==> src/rtl/pc_sequencer.sv <==
// Instruction fetch sequencer: drives the external PC register, issues fetches
// to instruction memory and buffers one delivered instruction for downstream.
module pc_sequencer #(
    parameter logic [31:0] RESET_VECTOR = 32'h0000_0000,
    parameter logic [31:0] TRAP_VECTOR  = 32'h0000_0004
) (
    input  logic        clk,
    input  logic        rst_n,
    input  logic [31:0] pc_q,
    output logic [31:0] pc_next,
    output logic        pc_write_enable,
    output logic        imem_req,
    output logic [31:0] imem_addr,
    input  logic        imem_ack,
    input  logic [31:0] imem_rdata,
    input  logic        stall,
    input  logic        redirect_valid,
    input  logic [31:0] redirect_target,
    input  logic        trap,
    output logic        instr_valid,
    output logic [31:0] instr,
    output logic [31:0] instr_pc
);

    localparam logic [1:0] S_IDLE = 2'd0;
    localparam logic [1:0] S_REQ  = 2'd1;
    localparam logic [1:0] S_WAIT = 2'd2;

    logic [1:0]  state_q, state_d;
    logic [31:0] addr_q, addr_d;
    logic        trap_pend_q, trap_pend_d;
    logic        redir_pend_q, redir_pend_d;
    logic [31:0] tgt_q, tgt_d;
    logic        vld_q, vld_d;
    logic [31:0] instr_q, instr_d;
    logic [31:0] ipc_q, ipc_d;

    logic        hold, req, ack_ok, fill;
    logic        eff_trap, eff_redir;
    logic [31:0] eff_tgt, addr;

    always_comb begin
        hold      = vld_q & stall;
        eff_trap  = trap_pend_q | trap;
        eff_redir = redir_pend_q | redirect_valid;
        // Newest redirect wins; target is kept word-aligned from capture onward.
        eff_tgt   = (redirect_valid ? redirect_target : tgt_q) & ~32'h3;

        req  = 1'b0;
        addr = 32'h0;
        case (state_q)
            S_REQ: begin
                req  = ~hold;
                addr = pc_q;
            end
            S_WAIT: begin
                req  = 1'b1;
                addr = addr_q;
            end
            default: ;
        endcase

        // Reset overrides everything so a late ack is never seen.
        if (!rst_n) begin
            req  = 1'b0;
            addr = 32'h0;
        end

        ack_ok = req & imem_ack;
        fill   = ack_ok & ~eff_trap & ~eff_redir;

        state_d = state_q;
        case (state_q)
            S_IDLE:  state_d = S_REQ;
            S_REQ:   if (req && !imem_ack) state_d = S_WAIT;
            S_WAIT:  if (imem_ack) state_d = S_REQ;
            default: state_d = S_IDLE;
        endcase

        addr_d = addr_q;
        if (state_q == S_REQ && req && !imem_ack) addr_d = pc_q;

        trap_pend_d  = ack_ok ? 1'b0 : eff_trap;
        redir_pend_d = ack_ok ? 1'b0 : eff_redir;
        tgt_d        = eff_tgt;

        pc_write_enable = ack_ok;
        pc_next         = pc_q;
        if (ack_ok) begin
            if (eff_trap)       pc_next = TRAP_VECTOR;
            else if (eff_redir) pc_next = eff_tgt;
            else                pc_next = pc_q + 32'd4;
        end
        if (!rst_n) begin
            pc_write_enable = 1'b1;
            pc_next         = RESET_VECTOR;
        end

        vld_d   = fill | (vld_q & stall & ~trap & ~redirect_valid);
        instr_d = fill ? imem_rdata : instr_q;
        ipc_d   = fill ? addr : ipc_q;
    end

    always_ff @(posedge clk) begin
        if (!rst_n) begin
            state_q      <= S_IDLE;
            addr_q       <= 32'h0;
            trap_pend_q  <= 1'b0;
            redir_pend_q <= 1'b0;
            tgt_q        <= 32'h0;
            vld_q        <= 1'b0;
            instr_q      <= 32'h0;
            ipc_q        <= 32'h0;
        end else begin
            state_q      <= state_d;
            addr_q       <= addr_d;
            trap_pend_q  <= trap_pend_d;
            redir_pend_q <= redir_pend_d;
            tgt_q        <= tgt_d;
            vld_q        <= vld_d;
            instr_q      <= instr_d;
            ipc_q        <= ipc_d;
        end
    end

    assign imem_req    = req;
    assign imem_addr   = addr;
    assign instr_valid = vld_q;
    assign instr       = instr_q;
    assign instr_pc    = ipc_q;

endmodule

==> config.mk <==
export PLATFORM = sky130hd
export DESIGN_NAME = pc_sequencer
export DESIGN_NICKNAME = d
export VERILOG_FILES = /design/src/rtl/pc_sequencer.sv
export SDC_FILE = /design/constraint.sdc
export NUM_CORES = 1
export LEC_CHECK = 0
export ABC_AREA = 1
export CAP_MARGIN = 20
export CELL_PAD_IN_SITES_DETAIL_PLACEMENT = 1
export CELL_PAD_IN_SITES_GLOBAL_PLACEMENT = 1
export CORE_MARGIN = 10
export CORE_UTILIZATION = 31
export CTS_CLUSTER_DIAMETER = 50
export CTS_CLUSTER_SIZE = 40
export DETAILED_ROUTE_END_ITERATION = 10
export GPL_TIMING_DRIVEN = 0
export PLACE_DENSITY = 0.79
export SYNTH_ARGS = -nofsm -noshare
export SYNTH_HDL_FRONTEND = slang
export SYNTH_SLANG_ARGS = --single-unit
export TNS_END_PERCENT = 10
==> constraint.sdc <==
create_clock -name clk -period 2.45 [get_ports clk]
set_input_delay 0.245 -clock clk [delete_from_list [all_inputs] [get_ports clk]]
set_output_delay 0.245 -clock clk [all_outputs]
set_load 0.02 [all_outputs]
======== Yosys cells after proc, flatten, opt, wreduce, memory -nomap -nowiden ========
Cells that the tools add are included.
word-level totals
  output and inout bits ................... 131
  bits in registers ....................... 133
  word-level logic and storage cells ...... 49
  input bits .............................. 102
operators by class
  bitwise gates (word level) .............. 15
  reductions and logical operators ........ 7
  muxes and demuxes ....................... 13
  equality and inequality tests ........... 4
  $add $sub $neg .......................... 1
operators by type and width
  operator                 number
  $mux W32                 6
  $pmux W32 S2             1
  $add A32 B3 Y32 const B  1
  $and A1 B1 Y1            6
  $not A1 Y1               6
  $pmux W2 S3              1
  $mux W2                  2
  $ne A2 B2 Y1 const B     2
  $logic_and A1 B1 Y1      3
  $or A1 B1 Y1             3
  $eq A2 B1 Y1 const B     1
  $eq A2 B2 Y1 const B     1
  $logic_not A2 Y1         1
  $mux W1                  2
  $pmux W1 S2              1
  $reduce_and A2 Y1        1
  $reduce_or A2 Y1         1
  $logic_not A1 Y1         1

======== Longest topological paths before layout ========
Gate-level depths: netlist of run 1.
  word-level depth ........................ 8
  depth in mapped cells ................... 12
  gate-level depth less buffers ........... 10

======== Worst setup path before layout of run 1 ========
Ideal clock, no wire load.
  kind .................................... flip-flop to output port
  from .................................... reg state_q[0]
  to ...................................... out pc_next[11]
  setup slack ............................. 0.316 ns
  arrival time ............................ 1.889 ns
  buffers on the path ..................... 1
  stages on the path, launching flop included .. 9
  required time ........................... 2.205 ns
  cells stage by stage .................... dfxtp_1 -> inv_1 -> ha_1 -> nand2_2 -> inv_2 -> nand3_1 -> nand2_1 -> buf_2 -> o21ai_0
between the ends
  cells in the longest elaborated chain, start to end .. 6
  elaborated cells on any way between the ends .. 7
  classes of those cells .................. 2 x eq/ne; 4 x mux; 1 x bitwise
RTL lines
  what                                                 line  source
  from (decl)                                          29    logic [1:0] state_q, state_d;
  from (signal assigned)                               115   state_q <= state_d;
  $eq A2 B2 Y1 / $eq A2 B1 Y1 (equally long branches)  51    case (state_q)
  $pmux W1 S2 *                                        51
  $mux W1 *                                            64    if (!rst_n) begin
  $and A1 B1 Y1 *                                      69    ack_ok = req & imem_ack;
  $mux W32 *                                           89    if (ack_ok) begin
  $mux W32 *                                           94    if (!rst_n) begin
  to (decl)                                            10    output logic [31:0] pc_next,
Mark *: on every way between the ends. The rest lies on a longest branch, timed or not.

======== Worst setup path in the final report of run 1 ========
  from .................................... reg state_q[0]
  to ...................................... out pc_next[16]
Same word-level chain as after synthesis.

==> impl_results.md, run 1 <==
- Run status: complete, but fails checks
- Violations in the final reports: setup timing
- Die area: 28300 um^2
- Synth-to-layout area growth: 51.7%
- Start point of the critical path: state_q[0]
- Met3 track demand over resource: 5.29%
- WP data arrival: 2.30 ns
- Most frequent cells in the layout: nor2_1 (208), nand2_1 (187), clkdlybuf4s50_1 (160), dfxtp_1 (129), inv_1 (91)
- Gr ovfl total: 0
- Max Slew Vio Count: 0
- CTS root buffer: clkbuf_16
- GRT met1 Usage: 25.1%
- Gp weighted congestion: 0.908
- Clock tree from TritonCTS: built
- Count of antenna-violating nets left after detailed routing: 0
- Final Hold Vio Count: 0
- Post-Place Cells: 1528
- Capture point of the worst path: pc_next[16]
- Maximum clock skew at final layout: 0.00695 ns
- Post-DP HPWL: 23800 um
- Count of nets after finishing: 1386
- Drt drc: 0
- Initial core utilization: 31.3%
- Post-Synthesis Net Count: 1128
- Maximum fanout count along the critical path: 10
- H-Tree Depth: 4
- Largest net degree at the start of global routing: 17
- Clock latency on the worst-skew pair: 0.42 ns
- Area after detailed placement: 9450 um^2
- Minimum hold slack: 0.274 ns
- Crit Path Class: register to output port
- Average wire length per cell after detail routing: approximately 20 um
- Sequential-to-total area share from yosys stat: approximately 38%
- Global-route wire length before repair: about 47000 um
- Unrepaired setup endpoints after global routing: true
- Worst R2R Setup Slack: 0.30 ns
- Overall routed net length: 30600 um
- Count of buffers from port buffering: 228
- Standby leakage power: 4.59 nW
- Total power per unit cell area: 697 nW/um^2
- Capturing point of the worst reg2reg path: instr_pc[13]
- Synthesized netlist cell count: just over 1000
- Post-route non-filler standard cell count: 1571
- Layer with the highest usage after global routing: met2
- Clk pin slew, worst setup/hold paths: 0.06 ns
- Yosys warning total: 0
- Number of violations of the max-capacitance limit: 0
- Tightest slew margin relative to the limit: 45.5%
- Height of the chip: around 170 um
- Die Span X: 168 um
- Worst Max-Slew Pin Slew: between 0.8 and 0.9 ns
- Summed area of non-filler cells in the final layout: 10300 um^2
- Number of antenna violations at the first check in global routing: 1
- Final critical-path share of the clock period: 104%
- Total of flip-flops plus latches after synthesis: 131
- Filler Cell Count: 2756
- Achievable Freq: 393 MHz
- Origin of the critical flop-to-flop path: state_q[0]
- Kind of end point of the critical path: output port
- Placement Rows: 54
- Total global routing track utilization: 20.9%
- Endpoint required time on the critical path: 2.20 ns
- Hold Buf Count CTS: 0
- Yosys cell types: 32
- Num ports: 233
- Global routing usage on met2: about 36%
- Class of the tightest hold or removal check: primary input to register
- Logic depth of the worst register-to-register path: 12
- Fraction of layout instances using a drive strength above 1: between 15 and 20%
- Clk sinks: 131
- Number of vias per cell after detailed routing: 4.99
- Deepest clock path buffer count: 2
- Worst Setup Start Kind: register
- Summed instance area of the synthesized netlist: 6820 um^2
- Multi-input gate area: ~3700 um^2
- Number of clock buffers inserted by TritonCTS: 17
- Via count of the routed design: 7835
- Final WS setup: -0.0974 ns
- First-pass DRT Iterations: 4
- Final worst path period need: 2.55 ns
- Count of inserted antenna diode cells: 0
- Avg Cell Area, Syn: 6.68 um^2
- Most common library cell in the layout ignoring fill and taps: nor2_1
- Worst vdd rail ir drop: 559 uV
- Core area: 21800 um^2
- Register area: between 2000 and 3000 um^2
- Detailed Route Iter0 Violations: 449
- Setup-failing EPs final: 22
- Vias in the first global route: 8261
## logic make-up after synthesis
| group | after synthesis | share of synthesized area [%] |
|---|---|---|
| compound gates | 228 | 17.3 |
| xor+xnor | 4 | 0.514 |
| fa+ha+maj | 6 | 1.10 |
| buf+inv | 159 | 11.3 |
| flops | 131 | 38.5 |
| mux | 29 | 4.26 |
| simple gates | 463 | 27.1 |
## state kept, by name, summed over array words and instances, names as in the netlist
register	cells
addr_q	32
instr	32
instr_pc	32
instr_valid	1
redir_pend_q	1
state_q	2
tgt_q	30
trap_pend_q	1
## worst min path at each step
stage                               from         end  slack [ns]  cells past startpoint
after CTS                       pc_q[26]  addr_q[26]        0.26                      3
after detailed placement      addr_q[26]  addr_q[26]        0.44                      2
after global placement        addr_q[10]  addr_q[10]        0.43                      2
after floorplan           imem_rdata[31]   instr[31]        0.38                      2
after global routing            pc_q[26]  addr_q[26]        0.30                      3
final                           pc_q[26]  addr_q[26]        0.27                      3
## power breakdown
group	switching (W)	internal, W
sequential	0.0000587	0.00224
clock	0.00104	0.00166
combinational	0.00136	0.000854
total	0.00246	0.00475
## worst max-delay path, stage by stage, from the launching register on
cell,delay (ns)
dfxtp_4,0.39
inv_4,0.05
ha_4,0.29
nand2_8,0.07
inv_8,0.08
nand4_4,0.17
buf_6,0.20
buf_12,0.14
a21oi_2,0.13
nand2_1,0.09
o21ai_2,0.10
buf_6,0.15
## synth_stat cells
| cell type | instances | area (um^2) |
|---|---|---|
| buf_6 | 16 | 180 |
| nand3_4 | 1 | 17.5 |
| ha_1 | 6 | 75.1 |
| o21bai_1 | 1 | 7.51 |
| a21oi_1 | 76 | 380 |
| xnor2_1 | 1 | 8.76 |
| nor3_1 | 2 | 10.0 |
| nor2_2 | 1 | 6.26 |
| nand2_1 | 194 | 728 |
| o22ai_1 | 18 | 113 |
| nand2_2 | 4 | 25.0 |
| or2_2 | 1 | 6.26 |
| nand3b_1 | 2 | 15.0 |
| clkinv_1 | 1 | 3.75 |
| dfxtp_1 | 131 | 2620 |
| nand4_4 | 1 | 21.3 |
| inv_2 | 5 | 18.8 |
| clkbuf_2 | 1 | 5.00 |
| a21oi_4 | 1 | 16.3 |
| clkbuf_1 | 15 | 56.3 |
| nor2_1 | 216 | 811 |
| buf_1 | 3 | 11.3 |
| nand4_1 | 1 | 6.26 |
| xor2_1 | 3 | 26.3 |
| buf_2 | 17 | 85.1 |
| o21ai_0 | 79 | 395 |
| nand3_1 | 39 | 195 |
| o21ai_1 | 53 | 265 |
| and2_1 | 1 | 6.26 |
| buf_4 | 8 | 60.1 |
| mux2i_1 | 29 | 290 |
| inv_1 | 93 | 349 |
## cell type report
type,instances,share of cell area (%)
multi-input combinational,730,35.3
inverter,99,3.77
sequential,131,25.4
tap,280,3.39
clock buffer,21,4.45
timing repair buffer,239,21.9
clock inverter,11,1.45
buffer,60,4.28
## routing by layer
metal	up-vias	share of wire, %
met5	-	0.042
met4	2	1.9
met3	45	6.4
met2	197	49
met1	3795	42
li1	3796	-
## through the flow
stage	setup slack (ns)	utilization [%]	setup TNS (ns)	total power, W
final	-0.0974	47.5	-0.885	0.00721
after global routing	-0.134	47.5	-2.87	0.00753
after CTS	-0.119	47.1	-0.570	0.00718
after detailed placement	-0.725	43.4	-18.96	0.00424
after global placement	-0.719	43.4	-19.01	0.00420
after floorplan	0.316	-	0	0.00337
## timing repair
item | in CTS | in global routing
buffers inserted | 9 | 1
cloned | 1 | 0
endpoints found under the setup margin | 66 | 47
gates resized for setup | 267 | 80
pin swaps | 4 | 4
No activity file was read; power rests on OpenSTA's default activity.
==> inputs of run 2 (changes only) <==
--- a/config.mk
+++ b/config.mk
@@ -16,6 +16,8 @@
 export DETAILED_ROUTE_END_ITERATION = 10
 export GPL_TIMING_DRIVEN = 0
 export PLACE_DENSITY = 0.79
+export REMOVE_ABC_BUFFERS = 1
+export SETUP_SLACK_MARGIN = 0.05
 export SYNTH_ARGS = -nofsm -noshare
 export SYNTH_HDL_FRONTEND = slang
 export SYNTH_SLANG_ARGS = --single-unit
==> impl_results.md, run 2 (synthesis gave the netlist of run 1 again) <==
- Run status: complete, but fails checks
- Violations in the final reports: setup timing
- Final Hold Vio Count: 0 (unchanged)
- Vias in the first global route: 8270 (+0.11%)
- Detailed Route Iter0 Violations: 381 (-15%)
- Drt drc: 0 (unchanged)
- Worst Setup Start Kind: register
- Count of nets after finishing: 1356 (-2.2%)
- Total power per unit cell area: 709 nW/um^2 (+1.7%)
- Standby leakage power: 4.65 nW (+1.4%)
- Total global routing track utilization: 21.0% (+0.087 points)
- Area after detailed placement: 9210 um^2 (-2.5%)
- Summed area of non-filler cells in the final layout: 10400 um^2 (about the same)
- H-Tree Depth: 4 (unchanged)
- Synth-to-layout area growth: 51.9% (about the same)
- Number of antenna violations at the first check in global routing: 2 (+1)
- Uppermost metal layer occupied by signal nets: met5
- WL met3: 2940 um (+51%)
- Final critical-path share of the clock period: 103% (-1.0 points)
- Worst R2R Setup Slack: 0.16 ns (-0.14 ns)
- Number of vias per cell after detailed routing: 5.07 (+1.7%)
- Die area: 28300 um^2 (unchanged)
- Fraction of layout instances using a drive strength above 1: 12.5% (-2.7 points)
- Number of clock buffers inserted by TritonCTS: 17 (unchanged)
- Post-route non-filler standard cell count: 1543 (-1.8%)
- Clock tree from TritonCTS: built
- Number of violations of the max-capacitance limit: 0 (unchanged)
- CTS root buffer: clkbuf_16
- Unrepaired setup endpoints after global routing: true
- WP data arrival: 2.28 ns (-0.02 ns)
- Clk sinks: 131 (unchanged)
- Overall routed net length: 31500 um (+3.0%)
- Final worst path period need: 2.52 ns (-0.0252 ns)
- Setup-failing EPs final: 7 (-68%)
- Count of antenna-violating nets left after detailed routing: 0 (unchanged)
- Post-DP HPWL: 20400 um (-14%)
- Maximum clock skew at final layout: 0.00654 ns (-0.000412 ns)
- Kind of end point of the critical path: output port
- Via count of the routed design: 7823 (-0.15%)
- Num ports: 233 (unchanged)
- Filler Cell Count: 2737 (-0.69%)
- Gp weighted congestion: 0.871 (-4.1%)
- Gr ovfl total: 0 (unchanged)
- Height of the chip: 168 um (unchanged)
- Worst vdd rail ir drop: 420 uV (-25%)
- Count of buffers from port buffering: 230 (+0.88%)
- Die Span X: 168 um (unchanged)
- Global-route wire length before repair: 47200 um (+0.20%)
- Crit Path Class: register to output port
- Achievable Freq: 396 MHz (+1.0%)
- Routed length on met1: 12800 um (-1.3%)
- Final WS setup: -0.0723 ns (+0.0252 ns)
- Average wire length per cell after detail routing: 20.4 um (+4.8%)
- Most common library cell in the layout ignoring fill and taps: nor2_1
- Clk pin slew, worst setup/hold paths: 0.06 ns (about the same)
- Worst Max-Slew Pin Slew: 0.787 ns (-0.0303 ns)
- Initial core utilization: 31.3% (unchanged)
- First-pass DRT Iterations: 5 (+1)
- Placement Rows: 54 (unchanged)
- Deepest clock path buffer count: 2 (unchanged)
- Max Slew Vio Count: 0 (unchanged)
- Core area: 21800 um^2 (unchanged)
- Cell depth of the worst hold path: 3 (unchanged)
- Tightest slew margin relative to the limit: 47.5% (+2.0 points)
- Clock latency on the worst-skew pair: 0.43 ns (about the same)
- Met2 wire length: 15200 um (+0.88%)
- Post-Place Cells: 1475 (-3.5%)
- Most frequent cells in the layout: nor2_1 (203), nand2_1 (190), clkdlybuf4s50_1 (147), dfxtp_1 (129), inv_1 (91)
- Logic depth of the worst register-to-register path: 10 (-2)
- Largest net degree at the start of global routing: 75 (+58)
- Overall power of the completed layout: 0.00734 W (+1.8%)
- Class of the tightest hold or removal check: primary input to register
- Endpoint required time on the critical path: 2.20 ns (about the same)
- Maximum fanout count along the critical path: 7 (-3)
-- run 2: path summary, 6_finish.rpt --
check	end	startpoint
worst max-delay path	pc_next[17]	state_q[1]
worst min-delay path	instr_pc[21]	rst_n
worst max register to register	instr_pc[15]	state_q[1]
worst min register to register	addr_q[8]	addr_q[8]
-- run 2: report_power, final --
| group | total [W] | internal (W) | switching (W) | leakage (nW) |
|---|---|---|---|---|
| Combinational | 0.00230 | 0.000821 | 0.00147 | 3.29 |
| Sequential | 0.00230 | 0.00224 | 0.0000661 | 1.06 |
| Clock | 0.00274 | 0.00164 | 0.00110 | 0.298 |
-- run 2: through the flow --
step	utilization, %	TNS, ns	hold slack, ns	worst slack [ns]
after floorplan	-	-46.56	0.366	-1.24
after global placement	41.7	-876.98	0.434	-6.77
after detailed placement	42.3	-153.93	0.440	-2.10
after CTS	46.9	-0.565	0.224	-0.102
after global routing	47.6	-1.81	0.233	-0.139
final	47.6	-0.250	0.235	-0.0723
-- run 2: cell type report --
| cell class | instances | area, um^2 | share of cell area (%) |
|---|---|---|---|
| multi-input cells | 735 | 3730 | 36.1 |
| repair buffers | 262 | 2580 | 24.9 |
| clock inverters | 14 | 176 | 1.70 |
| diodes | 2 | 5.00 | 0.0483 |
| well taps | 280 | 350 | 3.38 |
| clock buffers | 18 | 439 | 4.24 |
| inverters | 99 | 422 | 4.07 |
| repair inverters | 2 | 17.5 | 0.169 |
| flip-flops and latches | 131 | 2630 | 25.4 |
-- run 2: repair_timing --
action | CTS | global route
pin swaps | 9 | 3
setup buffers | 24 | 2
cloned | 6 | 2
endpoints found under the setup margin | 165 | 94
gates resized for setup | 240 | 84
hold buffers | 0 | 0
-- run 2: critical path, cell delays in order, from the launching register on --
cell and delay (ns):
dfxtp_4 0.40, inv_6 0.05, ha_4 0.29, nand2_8 0.08
inv_12 0.11, nand4_4 0.16, buf_6 0.21, a21oi_1 0.16
nand2_1 0.07, o21ai_0 0.11, buf_4 0.20
-- run 2: metal layers --
layer,up-vias,global-route usage (%)
li1,3746,-
met4,2,5.64
met2,250,35.8
met3,41,8.22
met1,3784,23.9
met5,-,0
